$ cat config.mk
export PLATFORM = sky130hd
export DESIGN_NAME = ex_sat_flag_stage
export DESIGN_NICKNAME = d
export VERILOG_FILES = /design/src/rtl/ex_sat_flag_stage.sv
export SDC_FILE = /design/constraint.sdc
export NUM_CORES = 1
export LEC_CHECK = 0
export ABC_AREA = 1
export CAP_MARGIN = 20
export CORE_MARGIN = 2
export CORE_UTILIZATION = 42
export DETAILED_ROUTE_END_ITERATION = 7
export PLACE_DENSITY = 0.77
export SYNTH_ARGS = -nofsm -noshare
export SYNTH_HDL_FRONTEND = slang
export SYNTH_SLANG_ARGS = --single-unit
$ cat constraint.sdc
create_clock -name clk -period 1.54 [get_ports clk]
set_input_delay 0.308 -clock clk [delete_from_list [all_inputs] [get_ports clk]]
set_output_delay 0.308 -clock clk [all_outputs]
set_load 0.05 [all_outputs]
$ cat src/rtl/ex_sat_flag_stage.sv
// Execute-stage back end: ADD/SUB saturation, Z/V/N flag register, EX/MEM result register.
// Optional EX_FLAG_BYPASS_EN makes flags show the next-state value during a flag-updating capture.
module ex_sat_flag_stage #(
    parameter int DW  = 16,
    parameter int RW  = 4,
    parameter int SCW = 8
) (
    input  logic          clk,
    input  logic          rst_n,
    input  logic          stall,
    input  logic          flush,
    input  logic          in_valid,
    input  logic [1:0]    in_op,
    input  logic [DW-1:0] in_sum,
    input  logic          in_pos_ovfl,
    input  logic          in_neg_ovfl,
    input  logic [RW-1:0] in_dst,
    input  logic          in_wen,
    output logic          out_valid,
    output logic [DW-1:0] out_result,
    output logic [RW-1:0] out_dst,
    output logic          out_wen,
    output logic [2:0]    flags,
    output logic [SCW-1:0] sat_cnt
);

    localparam logic [1:0] OP_ADD    = 2'b00;
    localparam logic [1:0] OP_SUB    = 2'b01;
    localparam logic [1:0] OP_LOGIC  = 2'b10;
    localparam logic [1:0] OP_NOFLAG = 2'b11;

    localparam logic [DW-1:0]  SAT_MAX = {1'b0, {(DW-1){1'b1}}};
    localparam logic [DW-1:0]  SAT_MIN = {1'b1, {(DW-1){1'b0}}};
    localparam logic [SCW-1:0] CNT_MAX = {SCW{1'b1}};

    logic          valid_q, valid_d;
    logic [DW-1:0] result_q, result_d;
    logic [RW-1:0] dst_q, dst_d;
    logic          wen_q, wen_d;
    logic [2:0]    flags_q, flags_d;
    logic [SCW-1:0] sat_cnt_q, sat_cnt_d;

    logic          cap;
    logic          is_arith;
    logic          ovfl;
    logic [DW-1:0] sat_res;
    logic [2:0]    flags_nxt;

    assign cap      = in_valid & ~stall & ~flush;
    assign is_arith = (in_op == OP_ADD) || (in_op == OP_SUB);
    assign ovfl     = in_pos_ovfl | in_neg_ovfl;

    // Positive overflow wins if the adder ever flags both.
    always_comb begin
        sat_res = in_sum;
        if (is_arith) begin
            if (in_pos_ovfl)      sat_res = SAT_MAX;
            else if (in_neg_ovfl) sat_res = SAT_MIN;
        end
    end

    always_comb begin
        flags_nxt = flags_q;
        case (in_op)
            OP_ADD, OP_SUB: flags_nxt = {(sat_res == '0), ovfl, sat_res[DW-1]};
            OP_LOGIC:       flags_nxt = {(in_sum == '0), flags_q[1:0]};
            OP_NOFLAG:      flags_nxt = flags_q;
            default:        flags_nxt = flags_q;
        endcase
    end

    always_comb begin
        valid_d   = valid_q;
        result_d  = result_q;
        dst_d     = dst_q;
        wen_d     = wen_q;
        flags_d   = flags_q;
        sat_cnt_d = sat_cnt_q;
        if (flush) begin
            valid_d = 1'b0;
            wen_d   = 1'b0;
        end else if (!stall) begin
            valid_d = in_valid;
            wen_d   = in_valid & in_wen;
            if (in_valid) begin
                result_d = sat_res;
                dst_d    = in_dst;
                flags_d  = flags_nxt;
                if (is_arith && ovfl && (sat_cnt_q != CNT_MAX))
                    sat_cnt_d = sat_cnt_q + 1'b1;
            end
        end
    end

    always_ff @(posedge clk or negedge rst_n) begin
        if (!rst_n) begin
            valid_q   <= 1'b0;
            result_q  <= '0;
            dst_q     <= '0;
            wen_q     <= 1'b0;
            flags_q   <= 3'b000;
            sat_cnt_q <= '0;
        end else begin
            valid_q   <= valid_d;
            result_q  <= result_d;
            dst_q     <= dst_d;
            wen_q     <= wen_d;
            flags_q   <= flags_d;
            sat_cnt_q <= sat_cnt_d;
        end
    end

    assign out_valid  = valid_q;
    assign out_result = result_q;
    assign out_dst    = dst_q;
    assign out_wen    = wen_q & valid_q;
    assign sat_cnt    = sat_cnt_q;

`ifdef EX_FLAG_BYPASS_EN
    // Branch in the next decode slot sees the flags being captured this cycle.
    assign flags = (cap && (in_op != OP_NOFLAG)) ? flags_nxt : flags_q;
`else
    assign flags = flags_q;
`endif

endmodule

[Word level (Yosys, flattened, before mapping)]
Cells that the tools add are included.
W data, S select, Z words.
Storage, ports and cells
  flip-flop bits (word level): 33
  output and inout bits: 33
Cells by class
  $add $sub $neg: 1
  equal/unequal tests: 5
  multiplexer cells: 8
  bitwise logic cells: 7
  reductions and logical operators: 11
Operators by type and width (count)
  $mux W16: 3
  $logic_not A16 Y1: 2
  $add A8 B1 Y8 const B: 1
  $ne A8 B8 Y1 const B: 1
  $reduce_and A4 Y1: 2
  $pmux W3 S2: 1
  $reduce_and A5 Y1: 1
  $eq A2 B2 Y1 const B: 2
  $mux W1: 4
  $not A1 Y1: 4
  $reduce_and A3 Y1: 1
  $and A1 B1 Y1: 2
  $eq A2 B1 Y1 const B: 1
  $logic_and A1 B1 Y1: 2
  $logic_not A2 Y1: 1
  $ne A2 B1 Y1 const B: 1
  $reduce_or A2 Y1: 1
  $logic_or A1 B1 Y1: 1
  $or A1 B1 Y1: 1

[Longest topological paths before layout]
Gate-level depths: netlist of the first run.
  depth in word-level cells: 5
  depth in mapped cells: 10
  depth with buffers taken out: 9

[Least setup slack after synthesis of the first run]
No wires, ideal clock.
  path kind: register to register
  from: reg sat_cnt_q[0] (netlist: sat_cnt[0])
  to: reg sat_cnt_q[3] (netlist: sat_cnt[3])
  library setup time: 0.123 ns
  arrival: 1.594 ns
  required time: 1.417 ns
  setup slack: -0.178 ns
  cell stages (with the launch flop): 9
  period minus slack after synthesis: 1.718 ns
  cell sequence: dfrtp_1 > ha_1 > nand2_1 > nor3_2 > inv_1 > nand2_2 > nor2_1 > nand2_1 > nand2_1
On the way
  word-level cells in the longest chain between the ends: 3
  elaborated cells between the ends (all ways): 4
  those cells by class: add/sub (1); eq/ne (1); reduce/logical (2)
RTL lines
  start, declared: RTL line 41  | logic [SCW-1:0] sat_cnt_q, sat_cnt_d;
  start signal, assigned: RTL line 109  | sat_cnt_q <= sat_cnt_d;
  parallel branches: the longest is 3 deep, another holds $add A8 B1 Y8
Parallel ways; which one is timed is not known.
A chain may end at the register's enable or synchronous reset.

[Worst setup path in the final report of the first run]
  from: in flush
  to: reg sat_cnt_q[2] (netlist: sat_cnt[2])
On the way
  word-level cells in the longest chain between the ends: 2
RTL lines
  start, declared: RTL line 11  | input logic flush,
  $not A1 Y1 (no source line)
  $reduce_and A4 Y1 (no source line)
No other way between the ends.

==> out/metrics.cfg, run 1 <==
[outcome]
run_status=finished clean

[cts]
cts_hold_buf=0
clk_path_buf_depth=2
clockRootBuffer=clkbuf_4
insertion_delay_ns=0.34
cts_tree=done
h-tree-depth=2
cts_sinks=33
cts_made_buffers=5
clk_pin_slew_ns=0.11

[finish]
drive_gt1_share_pct=27.7
layout.cells.non_filler=317
nNetsFinal=301
fin_util_pct=82.6
diodes=0
area_growth_pct=84.6

[floorplanning]
rows=21
start_util_pct=44.7
die_w_um=64.3
core_um2=3420
die_y_um=64.3
io_pins=63
fp.dieArea_um2=4140

[critical_path]
path_buf_inv=1
r2r_setup_slack_ns=0.16
crit_family=simple AND/OR/NAND/NOR gates
slowest_stage=clkdlybuf4s50_1
r2r_end=sat_cnt[3]
critPathKind=input port to flop
crit_chain=clkdlybuf4s50_1 -> nor2_1 -> nand2_1 -> nor2_2 -> o21ai_2 -> nor2_2 -> a21oi_1 -> nor2_1
r2r_cells=8
cp.arrival_ns=1.70
startpoint_type=input port
cp.required_ns=1.81
path_max_fanout=6
end_kind=flop
reg2reg_from=sat_cnt[0]
slowest_delay_ns=0.44

[timing]
hold_violations=0
max_freq_mhz=700
timing.final.crit_share_pct=92.7
rsz0062_at_grt=no
tightest_slew_ns=0.303
slew_violations=0
finalSetupViolations=0
fin_setup_tns_ns=0
min_period_ns=1.43
setup_ws_ns=0.112
slew_headroom_pct=79.8
skew_ns=0.00731

[route]
drt_pass1_iterations=4
viasPerCell=4.87
num_vias=1543
antenna_left=0
drcViolationCount=0
wirelength_um=4390
wl_per_cell_um=13.8
drtIter0Drc=116

[power]
switchingPower_w=0.00131
seqPwrFrac_pct=32.8
vdd_ir_drop_max_mv=0.857
cellLeakagePower_nw=1.34
comb_power_share_pct=45.3
powerDensity_nw_per_um2=1300
clkPwrFrac_pct=21.9
p_int_w=0.00234
sw_frac_of_total_pct=36.0

[grt]
overflow=0
grt_pass1_wl_um=7440
grt_pass1_vias=1545
grt_max_degree=34
track_usage_pct=23.3
grt_antenna_before_repair=0

[synth]
post-synth-top-count-cell=nand2_1
postSynthAreaPerCell_um2=8.26
seq_area_frac_synth_pct=54.1
postSynthCellCount=185
synth-edff-count=0
ys_warn_count=0
yosys.area.top_type=dfrtp_1
syn_nets=216
synth_top_area_share_pct=54.1
ys_async_sr_fraction_pct=100
syn_area_um2=1530
synth_flop_cell=dfrtp_1
yosys-top-cells-area=dfrtp_1, nand2_1, nor2_1
synth-seq-cells=33
synth_top_cells_by_count=nand2_1, dfrtp_1, nor2_1
synthDistinctLibCells=24

[flow_run]
max_cap_viol_count=0

[place]
dp_hpwl_um=3260
portBuffers=62
place_ws_ns=-0.266
dp_cells=307
gp_congestion=0.778

[hold_path]
hold_path_class=input port to asynchronous set/reset pin

-- cells in the final DEF, fill, tap and decap left out --
master / count
nand2_1: 60
buf_12: 36
dfrtp_1: 30
clkdlybuf4s50_1: 29
nor2_1: 25
buf_4: 18
a21oi_1: 16
inv_1: 12
nand3_1: 10
clkbuf_4: 5
o21ai_0: 3
xor2_1: 3
dfrtp_2: 3
nand2_2: 2
nor2_2: 2
nand4_1: 2
xnor2_1: 2
bufinv_16: 2
inv_2: 1
a21oi_2: 1
nand2_4: 1
a32o_1: 1
o21ai_2: 1
nor3_1: 1
nor3_2: 1
o21ai_1: 1
a31oi_1: 1
ha_4: 1
clkinv_2: 1
-- logic make-up (layout without fill, tap and decap cells) --
| family | Yosys count | in the layout | share of synthesized area (%) |
|---|---|---|---|
| fa+ha+maj | 1 | 1 | 0.819 |
| buf+inv | 18 | 104 | 5.57 |
| xor+xnor | 5 | 5 | 2.87 |
| flops | 33 | 33 | 54.1 |
| compound gates | 24 | 24 | 8.52 |
| simple gates | 104 | 104 | 28.2 |
-- power groups by stage --
stage / clock, W / combinational, W / sequential (W)
global placement: 0 / 0.00157 / 0.00122
CTS: 0.000807 / 0.00161 / 0.00121
floorplan: 0 / 0.000215 / 0.00167
finish: 0.000800 / 0.00165 / 0.00120
detailed placement: 0 / 0.00160 / 0.00123
global route: 0.000859 / 0.00173 / 0.00122
-- flip-flops by register name (all words and copies together), names as in the netlist --
signal and flops:
out_result 16, out_valid 1, out_dst 4, wen_q 1, sat_cnt 8, flags 3
-- layer usage --
metal | track usage [%] | routed length [um]
met1 | 31.4 | 1850
met2 | 38.0 | 2150
met3 | 6.34 | 351
met4 | 4.79 | 34
met5 | 0 | 0
-- how the worst max path moves through the flow --
stage                     from    endpoint  cells after the start
CTS                      flush  sat_cnt[2]                      8
global placement         flush  sat_cnt[3]                      9
detailed placement       flush  sat_cnt[2]                      8
global route             flush  sat_cnt[3]                      9
finish                   flush  sat_cnt[2]                      8
floorplan           sat_cnt[2]  sat_cnt[3]                      7
-- timing repair --
item / in CTS / in global routing
resized for setup: 0 / 4
endpoints found under the setup margin: 0 / 7
endpoints found under the hold margin: 0 / 0
buffers inserted: 0 / 2
-- stage by stage --
stage                     area (um2)  total power, W  hold WS [ns]
after floorplan                 1540         0.00189        0.0124
after global placement          2700         0.00279         0.509
after detailed placement        2700         0.00283         0.525
after CTS                       2800         0.00363         0.347
after global routing            2820         0.00381         0.339
final                           2820         0.00365         0.341
-- cell type report --
| cell class | count | area, um2 |
|---|---|---|
| sequential | 33 | 830 |
| clock buffer | 5 | 37.5 |
| inverter | 13 | 48.8 |
| fill | 194 | 596 |
| multi-input combinational | 134 | 636 |
| clock inverter | 3 | 65.1 |
| timing repair buffer | 83 | 1150 |
| tap | 46 | 57.6 |
(Power assumes the default switching activity.)
==> inputs of run 2 (changes only) <==
--- a/config.mk
+++ b/config.mk
@@ -6,6 +6,7 @@
 export NUM_CORES = 1
 export LEC_CHECK = 0
 export ABC_AREA = 1
+export ABC_CLOCK_PERIOD_IN_PS = 1540
 export CAP_MARGIN = 20
 export CORE_MARGIN = 2
 export CORE_UTILIZATION = 42
==> constraint.sdc (replaced) <==
create_clock -name clk -period 1.54 [get_ports clk]
set_input_delay 0.154 -clock clk [delete_from_list [all_inputs] [get_ports clk]]
set_output_delay 0.154 -clock clk [all_outputs]
set_load 0.05 [all_outputs]
==> out/metrics.cfg, run 2 (synthesis gave the netlist of run 1 again) <==
[route]
drcViolationCount=0  ; unchanged
drt_pass1_iterations=4  ; unchanged
antenna_left=0  ; unchanged
drtIter0Drc=98  ; -16%
wirelength_um=3900  ; -11%
num_vias=1481  ; -4.0%
viasPerCell=4.75  ; -2.5%
wl_per_cell_um=12.5  ; -9.6%

[floorplanning]
start_util_pct=44.7  ; unchanged
die_w_um=64.3  ; unchanged
die_y_um=64.3  ; unchanged
fp.dieArea_um2=4140  ; unchanged
rows=21  ; unchanged
core_um2=3420  ; unchanged
io_pins=63  ; unchanged

[critical_path]
crit_cells=7  ; -1
slowest_stage=dfrtp_2
r2r_cells=7  ; -1
slowest_delay_ns=0.42  ; -0.02 ns
path_buf_inv=1  ; unchanged
startpoint_type=flop
cp.required_ns=1.76  ; -0.05 ns
crit_chain=ha_4 -> nand2_1 -> nor3_2 -> nor2_2 -> buf_4 -> a21oi_1 -> nor2_1
path_max_fanout=6  ; unchanged
end_kind=flop
critPathKind=flop to flop
cp.arrival_ns=1.65  ; -0.05 ns
crit_family=simple AND/OR/NAND/NOR gates

[grt]
busiest_layer=met2
overflow=0  ; unchanged
grtUsageMet1_pct=25.7  ; -5.6 points
track_usage_pct=20.6  ; -2.8 points
grtUsageMet3_pct=6.34  ; unchanged
grt_max_degree=34  ; unchanged
grt_pass1_wl_um=6580  ; -12%
use_met2_pct=34.2  ; -3.8 points
grt_antenna_before_repair=0  ; unchanged
grt_pass1_vias=1455  ; -5.8%

[outcome]
run_status=finished clean

[hold_path]
hold_path_class=input port to asynchronous set/reset pin

[finish]
area_growth_pct=50.5
largest_reg_flops=16  ; unchanged
drive_gt1_share_pct=24.8  ; -2.9 points
layout_common_cells=nand2_1, buf_4, dfrtp_1, clkdlybuf4s50_1, nor2_1
nNetsFinal=296  ; -1.7%
diodes=0  ; unchanged
layout_commonest_cell=nand2_1

[timing]
slew_headroom_pct=72.4  ; -7.3 points
slew_violations=0  ; unchanged
rsz0062_at_grt=no
hold_violations=0  ; unchanged
finalSetupViolations=0  ; unchanged
max_freq_mhz=704  ; +0.55%
skew_ns=0.00312  ; -0.00419 ns
tightest_slew_ns=0.414  ; +0.111 ns
timing.final.crit_share_pct=92.2  ; -0.50 points
fin_setup_tns_ns=0  ; unchanged
min_period_ns=1.42  ; -0.00777 ns

[cts]
cts_made_buffers=5  ; unchanged
h-tree-depth=2  ; unchanged
clk_pin_slew_ns=0.10  ; about the same
insertion_delay_ns=0.32  ; -0.02 ns
clockRootBuffer=clkbuf_4
clk_path_buf_depth=2  ; unchanged
cts_tree=done
cts_sinks=33  ; unchanged

[place]
gp_congestion=0.816  ; +4.9%
dp_hpwl_um=2850  ; -13%
portBuffers=62  ; unchanged

[power]
vdd_ir_drop_max_mv=0.929  ; +8.3%
finalPower_w=0.00280  ; -23%
cellLeakagePower_nw=1.15  ; -14%
powerDensity_nw_per_um2=1220  ; -6.0%

[flow_run]
max_cap_viol_count=0  ; unchanged

run 2: cell type report:
class,instances,area (um2)
Tap cell,46,57.6
Fill cell,290,1120
Timing Repair Buffer,78,683
Sequential cell,33,828
Inverter,13,48.8
Multi-Input combinational cell,134,629
Clock inverter,2,10.0
Clock buffer,6,41.3
run 2: per-layer routing:
layer | part of all wire (%) | vias up | wire length [um]
met3 | 7.7 | 5 | 300
met2 | 45 | 46 | 1770
met5 | 0 | - | 0
li1 | - | 748 | -
met4 | 1.1 | 0 | 42
met1 | 46 | 682 | 1790
run 2: worst paths after layout:
path / slack, ns / start / end
min reg2reg: 0.49 / flags[1] / flags[1]
max in group asynchronous: 0.99 / rst_n / sat_cnt[0]
max: 0.12 / sat_cnt[0] / sat_cnt[2]
min: 0.22 / rst_n / out_result[5]
max reg2reg: 0.12 / sat_cnt[0] / sat_cnt[2]
min in group clk: 0.35 / in_dst[0] / out_dst[0]
run 2: metrics by stage:
step,area (um2),std cells,hold WS [ns],utilization (%),setup slack [ns]
after floorplan,1540,185,-0.142,-,0.00920
after global placement,2240,303,0.464,65.6,-0.0771
after detailed placement,2240,303,0.466,65.6,-0.102
after CTS,2290,311,0.232,67.1,0.105
after global routing,2300,312,0.266,67.3,0.0129
final,2300,312,0.219,67.3,0.120
run 2: where the power goes:
group / internal [W] / switching [W] / total (W)
Combinational: 0.000410 / 0.000785 / 0.00119
Clock: 0.000174 / 0.000289 / 0.000463
Sequential: 0.00102 / 0.000122 / 0.00114
run 2: what timing repair did:
action                     CTS  global route
hold endpoints to repair     0             0
buffers inserted             0             1
setup endpoints to repair    0             1
hold buffers                 0             0
resized for setup            0             0
==> inputs of run 3 (changes only) <==
--- a/config.mk
+++ b/config.mk
@@ -6,11 +6,12 @@
 export NUM_CORES = 1
 export LEC_CHECK = 0
 export ABC_AREA = 1
-export ABC_CLOCK_PERIOD_IN_PS = 1540
 export CAP_MARGIN = 20
 export CORE_MARGIN = 2
 export CORE_UTILIZATION = 42
+export CTS_CLUSTER_DIAMETER = 60
 export DETAILED_ROUTE_END_ITERATION = 7
+export MAX_ROUTING_LAYER = met4
 export PLACE_DENSITY = 0.77
 export SYNTH_ARGS = -nofsm -noshare
 export SYNTH_HDL_FRONTEND = slang
==> out/metrics.cfg, run 3 (synthesis gave the netlist of run 1 again) <==
[outcome]
run_status=finished clean

[place]
place_ws_ns=-0.102  ; unchanged
gp_congestion=0.828  ; +1.5%
portBuffers=62  ; unchanged
placedInstanceArea_um2=2240  ; unchanged
dp_hpwl_um=2850  ; unchanged

[critical_path]
slowest_delay_ns=0.42  ; about the same
crit_chain=ha_4 -> nand2_1 -> nor3_2 -> nor2_2 -> buf_4 -> a21oi_1 -> nor2_1
startpoint_type=flop
critPathKind=flop to flop
cp.arrival_ns=1.64  ; about the same
end_kind=flop
path_max_fanout=6  ; unchanged
slowest_stage=dfrtp_2
cp.required_ns=1.77  ; about the same

[timing]
timing.final.crit_share_pct=92.0  ; -0.20 points
rsz0062_at_grt=no
finalSetupViolations=0  ; unchanged
slew_violations=0  ; unchanged
fin_setup_tns_ns=0  ; unchanged
setup_ws_ns=0.123  ; +0.00315 ns
max_freq_mhz=706  ; +0.22%
min_period_ns=1.42  ; -0.00315 ns
skew_ns=0.00361  ; +0.000487 ns
tightest_slew_ns=0.412  ; -0.00194 ns
slew_headroom_pct=72.6  ; +0.13 points
hold_violations=0  ; unchanged

[power]
vdd_ir_drop_max_mv=0.928  ; about the same
powerDensity_nw_per_um2=1220  ; -0.15%
switchingPower_w=0.00119  ; -0.36%
comb_power_share_pct=42.8  ; about the same
finalPower_w=0.00279  ; -0.15%
clkPwrFrac_pct=16.4  ; about the same
p_int_w=0.00160  ; about the same
sw_frac_of_total_pct=42.7  ; -0.087 points
cellLeakagePower_nw=1.15  ; unchanged
seqPwrFrac_pct=40.8  ; about the same

[hold_path]
hold_path_class=input port to asynchronous set/reset pin

[route]
drtIter0Drc=104  ; +6.1%
wirelength_um=3900  ; -0.15%
antenna_left=0  ; unchanged
drt_pass1_iterations=4  ; unchanged
drcViolationCount=0  ; unchanged
wl_per_cell_um=12.5  ; -0.15%
num_vias=1501  ; +1.4%
viasPerCell=4.81  ; +1.4%

[finish]
diodes=0  ; unchanged
largest_reg_flops=16  ; unchanged
final_cell_area_um2=2300  ; unchanged
fin_util_pct=67.3  ; unchanged
nFillCells=290  ; unchanged
drive_gt1_share_pct=24.8  ; unchanged
layout_commonest_cell=nand2_1
layout_common_cells=nand2_1, buf_4, dfrtp_1, clkdlybuf4s50_1, nor2_1
nNetsFinal=296  ; unchanged
area_growth_pct=50.5  ; unchanged

[cts]
insertion_delay_ns=0.32  ; about the same
cts_sinks=33  ; unchanged
clk_path_buf_depth=2  ; unchanged
clockRootBuffer=clkbuf_4
clk_pin_slew_ns=0.10  ; about the same
h-tree-depth=2  ; unchanged
cts_made_buffers=5  ; unchanged
cts_tree=done
cts_hold_buf=0  ; unchanged

[floorplanning]
core_um2=3420  ; unchanged
die_w_um=64.3  ; unchanged
rows=21  ; unchanged
die_y_um=64.3  ; unchanged
io_pins=63  ; unchanged
start_util_pct=44.7  ; unchanged
fp.dieArea_um2=4140  ; unchanged

[grt]
grt_max_degree=34  ; unchanged
track_usage_pct=21.1  ; +0.57 points
grt_pass1_wl_um=6580  ; unchanged
grt_pass1_vias=1455  ; unchanged
overflow=0  ; unchanged
grt_antenna_before_repair=0  ; unchanged

[flow_run]
max_cap_viol_count=0  ; unchanged

[run 3: cell counts in the layout (fill, tap and decap cells not counted)]
Identical to the previous run, type by type.
[run 3: power by group through the flow]
stage                     clock [W]  sequential (W)  combinational [W]
after floorplan                   0         0.00167           0.000215
after global placement            0         0.00116            0.00115
after detailed placement          0         0.00116            0.00118
after CTS                  0.000476         0.00115            0.00118
after global routing       0.000524         0.00116            0.00128
final                      0.000459         0.00114            0.00119
[run 3: worst paths after layout]
| kind | from | endpoint | slack, ns | depth (start not counted) |
|---|---|---|---|---|
| min in group clk | in_dst[0] | out_dst[0] | 0.35 | 3 |
| hold reg to reg | flags[1] | flags[1] | 0.49 | 2 |
| setup reg to reg | sat_cnt[0] | sat_cnt[2] | 0.12 | 7 |
| max in group asynchronous | rst_n | sat_cnt[0] | 0.99 | 2 |
| hold / removal | rst_n | out_result[5] | 0.22 | 2 |
| setup / recovery | sat_cnt[0] | sat_cnt[2] | 0.12 | 7 |
[run 3: through the flow]
stage | std cells | hold WS, ns
after CTS | 311 | 0.232
after global placement | 303 | 0.464
after floorplan | 185 | -0.142
after detailed placement | 303 | 0.466
after global routing | 312 | 0.266
final | 312 | 0.220
[run 3: layout make-up]
cell class                 instances  area (um2)  share of cell area [%]
timing repair buffer              78         683                    29.7
inverter                          13        48.8                    2.12
tap                               46        57.6                    2.50
clock inverter                     2        10.0                   0.435
clock buffer                       6        41.3                    1.80
multi-input combinational        134         629                    27.4
sequential                        33         828                    36.0
[run 3: critical path: cells and delay by family, from the launching register on]
kind	cells	cell delay, ns
AND/OR/NAND/NOR	4	0.46
flip-flops	1	0.42
buffers and inverters	1	0.16
adder cells (fa/ha/maj)	1	0.15
AO/OA/AOI/OAI	1	0.13
[run 3: per-layer routing]
metal	vias to the layer above	part of all wire, %	routed length (um)	GRT usage, %
met3	7	8.3	323	6.34
met5	-	0	0	-
met2	56	45	1770	34.2
met4	0	1.2	48	5.85
met1	688	45	1760	25.7
li1	750	-	-	-
[run 3: timing repair]
item                       CTS  global route
buffers inserted             0             1
setup endpoints to repair    0             1
resized for setup            0             0
